<file path="config.mk">
export PLATFORM = sky130hd
export DESIGN_NAME = skip_ring_seq_flat
export DESIGN_NICKNAME = d
export VERILOG_FILES = /design/src/rtl/skip_ring_seq_if.sv /design/src/rtl/skip_ring_seq.sv /design/src/flat_wrapper.sv
export SDC_FILE = /design/constraint.sdc
export NUM_CORES = 1
export LEC_CHECK = 0
export ABC_AREA = 1
export CAP_MARGIN = 10
export CELL_PAD_IN_SITES_DETAIL_PLACEMENT = 1
export CELL_PAD_IN_SITES_GLOBAL_PLACEMENT = 1
export CORE_ASPECT_RATIO = 1.5
export CORE_UTILIZATION = 36
export DETAILED_ROUTE_END_ITERATION = 12
export PLACE_DENSITY = 0.78
export SLEW_MARGIN = 40
export SYNTH_ARGS = -nofsm -noshare
export SYNTH_HDL_FRONTEND = slang
export SYNTH_SLANG_ARGS = --single-unit
</file>
<file path="constraint.sdc">
create_clock -name CLK -period 2 [get_ports CLK]
set_clock_uncertainty 0.1 [all_clocks]
set_input_delay 0.3 -clock CLK [delete_from_list [all_inputs] [get_ports CLK]]
set_output_delay 0.3 -clock CLK [all_outputs]
set_load 0.02 [all_outputs]
</file>
<file path="src/rtl/skip_ring_seq_if.sv">
// Control/status bundle for skip_ring_seq: settings, strobes and the registered
// enable/status outputs.
interface skip_ring_seq_if #(
  parameter int unsigned LEN = 16,
  parameter int unsigned RW  = 5,
  parameter int unsigned BW  = 16
);
  logic           E;
  logic [1:0]     MODE;
  logic [LEN-1:0] MASK;
  logic [RW-1:0]  RATIO;
  logic           LOAD;
  logic [BW-1:0]  BURST_N;
  logic           GO;
  logic           oCE;
  logic           oB0;
  logic           BUSY;
  logic           DONE;
  logic           PEND;

  modport master (
    output E, MODE, MASK, RATIO, LOAD, BURST_N, GO,
    input  oCE, oB0, BUSY, DONE, PEND
  );

  modport slave (
    input  E, MODE, MASK, RATIO, LOAD, BURST_N, GO,
    output oCE, oB0, BUSY, DONE, PEND
  );
endinterface

</file>
<file path="src/rtl/skip_ring_seq.sv">
// Clock-skip sequencer: mask / ratio / burst / bypass enable generation with
// frame-aligned double-buffered settings. SKIP_RING_CLKGATE_EN adds a gated clock oCLK.
module skip_ring_seq #(
  parameter int unsigned LEN = 16,
  parameter int unsigned RW  = 5,
  parameter int unsigned BW  = 16
) (
  input  logic            CLK,
  input  logic            RST,
  skip_ring_seq_if.slave  bus
`ifdef SKIP_RING_CLKGATE_EN
  ,
  output logic            oCLK
`endif
);

  localparam int unsigned SW = RW + 1;
  localparam logic [SW-1:0] LEN_W = SW'(LEN);
  localparam logic [1:0] M_MASK  = 2'd0;
  localparam logic [1:0] M_RATIO = 2'd1;
  localparam logic [1:0] M_BURST = 2'd2;

  typedef enum logic [1:0] {B_IDLE, B_RUN, B_FIN} bst_t;

  logic [LEN-1:0] ptr;
  logic [RW-1:0]  acc;
  logic [1:0]     mode_act, mode_sh;
  logic [LEN-1:0] mask_act, mask_sh;
  logic [RW-1:0]  ratio_act, ratio_sh;
  logic           pend;
  bst_t           bst;
  logic [BW-1:0]  cnt;
  logic           oce, ob0, busy, done;

  logic [SW-1:0]  ratio_c, sum;
  logic           pass_r, wrap, apply, oce_b, oce_n, done_n;
  logic [RW-1:0]  acc_step;
  bst_t           bst_n;
  logic [BW-1:0]  cnt_n;

  // Slot decision for the current frame position plus burst next-state.
  always_comb begin
    ratio_c  = ({1'b0, ratio_act} > LEN_W) ? LEN_W : {1'b0, ratio_act};
    sum      = {1'b0, acc} + ratio_c;
    pass_r   = (sum >= LEN_W);
    acc_step = pass_r ? RW'(sum - LEN_W) : RW'(sum);
    wrap     = bus.E && ptr[LEN-1];
    apply    = wrap && pend;
    bst_n    = bst;
    cnt_n    = cnt;
    done_n   = 1'b0;
    oce_b    = 1'b0;

    if (mode_act == M_BURST) begin
      case (bst)
        B_IDLE: begin
          if (bus.GO) begin
            if (bus.BURST_N != '0) begin
              bst_n = B_RUN;
              cnt_n = bus.BURST_N;
            end else begin
              bst_n = B_FIN;
            end
          end
        end
        B_RUN: begin
          oce_b = 1'b1;
          cnt_n = cnt - BW'(1);
          if (cnt_n == '0) bst_n = B_FIN;
        end
        B_FIN: begin
          done_n = 1'b1;
          bst_n  = B_IDLE;
        end
        default: bst_n = B_IDLE;
      endcase
    end

    // Leaving burst mode at a frame boundary abandons any burst silently.
    if (apply && (mode_sh != M_BURST)) begin
      bst_n  = B_IDLE;
      cnt_n  = '0;
      done_n = 1'b0;
    end

    case (mode_act)
      M_MASK:  oce_n = ~|(mask_act & ptr);
      M_RATIO: oce_n = pass_r;
      M_BURST: oce_n = oce_b;
      default: oce_n = 1'b1;
    endcase
  end

  always_ff @(posedge CLK) begin
    if (RST) begin
      ptr       <= LEN'(1);
      acc       <= '0;
      mode_act  <= M_MASK;
      mask_act  <= '0;
      ratio_act <= '0;
      mode_sh   <= M_MASK;
      mask_sh   <= '0;
      ratio_sh  <= '0;
      pend      <= 1'b0;
      bst       <= B_IDLE;
      cnt       <= '0;
      oce       <= 1'b1;
      ob0       <= 1'b1;
      busy      <= 1'b0;
      done      <= 1'b0;
    end else begin
      if (bus.LOAD) begin
        mode_sh  <= bus.MODE;
        mask_sh  <= bus.MASK;
        ratio_sh <= bus.RATIO;
        pend     <= 1'b1;
      end else if (apply) begin
        pend     <= 1'b0;
      end

      ob0 <= ptr[0];

      if (bus.E) begin
        ptr  <= {ptr[LEN-2:0], ptr[LEN-1]};
        oce  <= oce_n;
        bst  <= bst_n;
        cnt  <= cnt_n;
        busy <= (bst_n == B_RUN);
        done <= done_n;
        if (mode_act == M_RATIO) acc <= acc_step;
        if (apply) begin
          mode_act  <= mode_sh;
          mask_act  <= mask_sh;
          ratio_act <= ratio_sh;
          acc       <= '0;
        end
      end else begin
        oce  <= 1'b1;
        done <= 1'b0;
      end
    end
  end

  assign bus.oCE  = oce;
  assign bus.oB0  = ob0;
  assign bus.BUSY = busy;
  assign bus.DONE = done;
  assign bus.PEND = pend;

`ifdef SKIP_RING_CLKGATE_EN
  logic ce_lat;

  // Enable latch is transparent in the low phase so oCLK cannot glitch.
  always_latch begin
    if (!CLK) ce_lat = RST ? 1'b1 : oce;
  end

  assign oCLK = CLK & ce_lat;
`endif

endmodule

</file>
<file path="src/flat_wrapper.sv">
// flat-port wrapper written by rule: the top's interface ports become plain ports
module skip_ring_seq_flat 
#(
  parameter int unsigned LEN = 16,
  parameter int unsigned RW  = 5,
  parameter int unsigned BW  = 16
)
  (CLK, RST, bus_E, bus_MODE, bus_MASK, bus_RATIO, bus_LOAD, bus_BURST_N, bus_GO, bus_oCE, bus_oB0, bus_BUSY, bus_DONE, bus_PEND);
  skip_ring_seq_if #(.LEN(LEN), .RW(RW), .BW(BW)) bus_i ();
  input  logic CLK;
  input  logic RST;
  input wire logic [$bits(bus_i.E)-1:0] bus_E;
  input wire logic [$bits(bus_i.MODE)-1:0] bus_MODE;
  input wire logic [$bits(bus_i.MASK)-1:0] bus_MASK;
  input wire logic [$bits(bus_i.RATIO)-1:0] bus_RATIO;
  input wire logic [$bits(bus_i.LOAD)-1:0] bus_LOAD;
  input wire logic [$bits(bus_i.BURST_N)-1:0] bus_BURST_N;
  input wire logic [$bits(bus_i.GO)-1:0] bus_GO;
  output wire logic [$bits(bus_i.oCE)-1:0] bus_oCE;
  output wire logic [$bits(bus_i.oB0)-1:0] bus_oB0;
  output wire logic [$bits(bus_i.BUSY)-1:0] bus_BUSY;
  output wire logic [$bits(bus_i.DONE)-1:0] bus_DONE;
  output wire logic [$bits(bus_i.PEND)-1:0] bus_PEND;
  assign bus_i.E = bus_E;
  assign bus_i.MODE = bus_MODE;
  assign bus_i.MASK = bus_MASK;
  assign bus_i.RATIO = bus_RATIO;
  assign bus_i.LOAD = bus_LOAD;
  assign bus_i.BURST_N = bus_BURST_N;
  assign bus_i.GO = bus_GO;
  assign bus_oCE = bus_i.oCE;
  assign bus_oB0 = bus_i.oB0;
  assign bus_BUSY = bus_i.BUSY;
  assign bus_DONE = bus_i.DONE;
  assign bus_PEND = bus_i.PEND;
  skip_ring_seq #(.LEN(LEN), .RW(RW), .BW(BW)) u_core (.CLK(CLK), .RST(RST), .bus(bus_i));
endmodule
</file>
==> metrics.log <==
INFO  metric synth_compound_gate_area_share = between 10% and 20%
INFO  metric synth-adder-area-share = between 2 and 3%
INFO  metric synthMostInstantiatedCell = sky130_fd_sc_hd__nand2_1
INFO  metric synth_largest_area_cell = sky130_fd_sc_hd__dfxtp_1
INFO  metric max_cap_viol_count = 0
INFO  metric endpoint = u_core.bus.BUSY$_SDFFE_PP0P_
INFO  metric cp-startpoint = u_core.cnt[4]$_SDFFE_PP0P_
INFO  metric die_h = 134.6 um
INFO  metric power_density = 680.3 mW/mm^2
INFO  metric cts.path.max_buffers = 2
INFO  metric min_path_type = input port to flip-flop
INFO  metric drc = 0
INFO  metric dr_total_vias = between 4,000 and 5,000
INFO  metric p_seq_share = 48.1%
INFO  metric postSynth.asyncResetShare = 0%
INFO  metric nets = roughly 750
INFO  metric initial_core_util = between 30 and 40%
INFO  metric die_area = 0.01216 mm^2
INFO  metric synth_top_cells_by_area = sky130_fd_sc_hd__dfxtp_1 (43%), sky130_fd_sc_hd__nand2_1 (15%), sky130_fd_sc_hd__nor2_1 (8.5%), sky130_fd_sc_hd__o21ai_0 (5.7%), sky130_fd_sc_hd__a21oi_1 (5.6%)
INFO  metric diodes = 0
INFO  metric critPathKind = flip-flop to flip-flop
INFO  metric grt_first_pass_wirelength = between 20,000 and 25,000 um
INFO  metric grt_setup_unrepaired = true
INFO  metric pwr-share-clk = 45.3%
INFO  metric grt_start_max_net_pins = 35
INFO  metric worstRegToRegCells = 15
INFO  metric postSynth.topFlopCell = sky130_fd_sc_hd__dfxtp_1
INFO  metric leakage = around 2.4 nW
INFO  metric final_critical_path_required_period = approximately 2000 ps
INFO  metric total_switching_power = 0.0008472 W
INFO  metric synth-xor-area-share = less than 1%
INFO  metric overflow_after_grt = 0
INFO  metric synth_edf_count = 0
INFO  metric cts_made_buffers = 9
INFO  metric final.period_utilization = between 90 and 100%
INFO  metric htree_levels = 3
INFO  metric drt_iter0_markers = 124
INFO  metric synth-seq-area-share = a little over two fifths
INFO  metric achievable-frequency = roughly 500 MHz
INFO  metric crit_start_category = flip-flop
INFO  metric synth.ff_latch_count = 90
INFO  metric r2r_endpoint = u_core.bus.BUSY$_SDFFE_PP0P_
INFO  metric insertion_delay = roughly 350 ps
INFO  metric final_setup_violations = 0
INFO  metric grt_pass1_vias = about 4,500
INFO  metric main_combinational_cell_family_by_area_after_synthesis = simple AND/OR/NAND/NOR gates
INFO  metric final_hold_fails = 0
INFO  metric clock-root-buffer = sky130_fd_sc_hd__clkbuf_16
INFO  metric critPathCaptureType = flip-flop
INFO  metric sequential_area = approximately 0.0018 mm^2
INFO  metric io-pin-count = 49
INFO  metric crit-reg2reg-launch = u_core.cnt[4]$_SDFFE_PP0P_
INFO  metric required_time_at_the_worst_slack_endpoint = 2140 ps
INFO  metric tightestPinTransition = 682.9 ps
INFO  metric number_of_antenna_violations_at_the_first_check_in_global_routing = 0
INFO  metric synth-simple-area-share = between 30% and 40%
INFO  metric comb_power_share = around 6.6%
INFO  metric syn-mean-instance-area = roughly 6.9 um^2
INFO  metric cts_tree = done
INFO  metric cts.sink_count = 90
INFO  metric synthDistinctLibCells = 36
INFO  metric drt-pass1-iter-count = 5
INFO  metric setup_total_negative_slack = 0 ps
INFO  metric rows = 48
INFO  metric maxSlewHeadroom = between 50% and 60%
INFO  metric netlist_area = between 0.004 and 0.005 mm^2
INFO  metric netSwitchingFraction = 21.99%
INFO  metric worst-path-max-fanout = 5
INFO  metric vias_per_cell = about 5
INFO  metric synth_top_area_share = 42.73%
INFO  metric maximum_ir_drop_on_the_vdd_rail = slightly above 0.5 mV
INFO  metric die_x = ~90 um
INFO  metric synth-warning-count = 0
INFO  metric cts.clk_slew.worst_paths = 70 ps
INFO  metric wl_per_cell = approximately 15 um
INFO  metric core-area = about 0.011 mm^2
INFO  metric cts.hold.buffers_added = 0
INFO  metric netlist_instances = about 610
INFO  metric synth_mux_area_share = 0%
INFO  metric placedInstanceArea = slightly above 0.005 mm^2
INFO  metric final_layout_size_suffix_gt1_share = 17.52%
INFO  metric synth.net_count = around 670
INFO  metric internal_reg_to_reg_setup_slack = a little under 6 ps
INFO  metric outcome = completed
INFO  metric routabilityCongestion = 0.8634
INFO  metric internal_power_summed_over_all_cells = 0.003005 W
INFO  metric grt_usage = 21.28%
INFO  metric final_cell_area = between 0.005 and 0.006 mm^2
INFO  metric synthToLayoutAreaGrowth = 34.30%
INFO  metric routed_wl = around 13,000 um
INFO  metric cp_data_arrival_time = between 2000 and 2500 ps
INFO  metric num-fill-cells = 1,457
INFO  metric post_synth_most_frequent_cells = sky130_fd_sc_hd__nand2_1 (164), sky130_fd_sc_hd__nor2_1 (96), sky130_fd_sc_hd__dfxtp_1 (90)
INFO  metric hpwl_after_detailed_placement = approximately 9400 um
INFO  metric port_buffers = 48
INFO  metric area_of_combinational_cells_with_multiple_inputs = 0.002213 mm^2
INFO  metric detail-route-antenna-nets = 0
INFO  metric min_from = bus_BURST_N[11]
INFO  metric slew_violations = 0
## per-stage QoR
step / setup WS (ps) / hold WS [ps] / total power [W] / std cells / utilization, %
CTS: 1.461 / 351.5 / 0.003895 / 843 / 47.73
finish: 5.814 / 258.5 / 0.003852 / 852 / 49.37
floorplan: 105.6 / 321.0 / 0.001994 / 613 / -
global placement: -201.7 / 339.0 / 0.002140 / 826 / 44.39
detailed placement: -281.4 / 345.3 / 0.002147 / 826 / 44.39
global route: -175.2 / 290.0 / 0.003999 / 852 / 49.37
## critical path, cell delays in order (launching register included)
cell and delay, ps:
sky130_fd_sc_hd__dfxtp_2 360, sky130_fd_sc_hd__nor2_2 200, sky130_fd_sc_hd__buf_4 140, sky130_fd_sc_hd__nand2_1 60, sky130_fd_sc_hd__nor2_1 140, sky130_fd_sc_hd__nand2_1 70, sky130_fd_sc_hd__nand2_1 60, sky130_fd_sc_hd__nand2_1 50
sky130_fd_sc_hd__inv_1 70, sky130_fd_sc_hd__nand3_1 120, sky130_fd_sc_hd__nor2_4 150, sky130_fd_sc_hd__nand3_2 80, sky130_fd_sc_hd__nand2_1 80, sky130_fd_sc_hd__nand2_1 60, sky130_fd_sc_hd__nand2_2 80, sky130_fd_sc_hd__o21bai_1 70
## placed cells by master (no fill, tap or decap), drive strengths merged, types with 3 or more instances in the layout
cell type	Yosys	routed
a21oi	48	48
buf	4	46
clkbuf	18	12
clkdlybuf4s50	0	45
clkinv	1	4
dfxtp	90	90
dlymetal6s2s	0	3
ha	7	7
inv	63	64
nand2	168	168
nand3	13	13
nand3b	10	10
nor2	105	105
o21ai	53	53
o22ai	15	15
xnor2	3	3
## cell type report
| cell class | count | area share [%] |
|---|---|---|
| tap | 150 | 3.314 |
| timing repair buffer | 95 | 15.89 |
| multi-input combinational | 437 | 39.09 |
| sequential | 90 | 31.93 |
| clock buffer | 11 | 4.463 |
| clock inverter | 5 | 1.083 |
| inverter | 64 | 4.242 |
## flip-flops by register name (all words and copies together) (netlist names)
name and flops:
u_core.bus.oCE 1, u_core.bus.oB0 1, u_core.ptr 16, u_core.mask_sh 16, u_core.cnt 16, u_core.ratio_act 5
u_core.acc 5, u_core.bus.PEND 1, u_core.mode_sh 2, u_core.bus.DONE 1, u_core.bus.BUSY 1, u_core.bst 2
u_core.mask_act 16, u_core.ratio_sh 5, u_core.mode_act 2
## power groups by stage
stage | Clock [W] | Combinational (W) | Sequential [W]
floorplan | 0 | 0.000104 | 0.00189
global placement | 0 | 0.000248 | 0.00189
detailed placement | 0 | 0.000254 | 0.00189
CTS | 0.00179 | 0.000256 | 0.00185
global route | 0.00186 | 0.000284 | 0.00186
finish | 0.00174 | 0.000254 | 0.00185
## cells by family (layout without fill, tap and decap cells)
family,Yosys count,count (layout)
AO/OA/AOI/OAI,123,123
buffers and inverters,86,175
adder cells (fa/ha/maj),8,8
flip-flops,90,90
AND/OR/NAND/NOR,303,303
XOR/XNOR,3,3
## how the worst min path moves through the flow
stage / endpoint / slack (ps) / depth (start not counted)
2_1_floorplan: u_core.bus.oB0$_SDFF_PP1_ / 320 / 2
3_3_place_gp: u_core.ratio_act[1]$_SDFFE_PP0P_ / 340 / 2
3_5_place_dp: u_core.mask_act[6]$_SDFFE_PP0P_ / 350 / 2
4_1_cts: u_core.mask_act[6]$_SDFFE_PP0P_ / 350 / 2
5_1_grt: u_core.cnt[11]$_SDFFE_PP0P_ / 290 / 5
6_report: u_core.cnt[11]$_SDFFE_PP0P_ / 260 / 5
## what timing repair did
item	in CTS	in global routing
buffers inserted	1	8
cloned	0	1
hold endpoints to repair	0	0
setup endpoints to repair	4	21
pin swaps	10	24
gates resized for setup	18	35
## routing by layer
| metal | vias up | part of all wire, % | wire length [um] | GRT usage [%] |
|---|---|---|---|---|
| met5 | - | 0 | 0 | 0 |
| met4 | 0 | 4.4 | 549 | 12.46 |
| li1 | 2132 | - | - | - |
| met3 | 34 | 2.6 | 320 | 3.435 |
| met2 | 78 | 55 | 6892 | 41.39 |
| met1 | 2033 | 38 | 4748 | 21.00 |
Power figures use the tool's default switching activity.
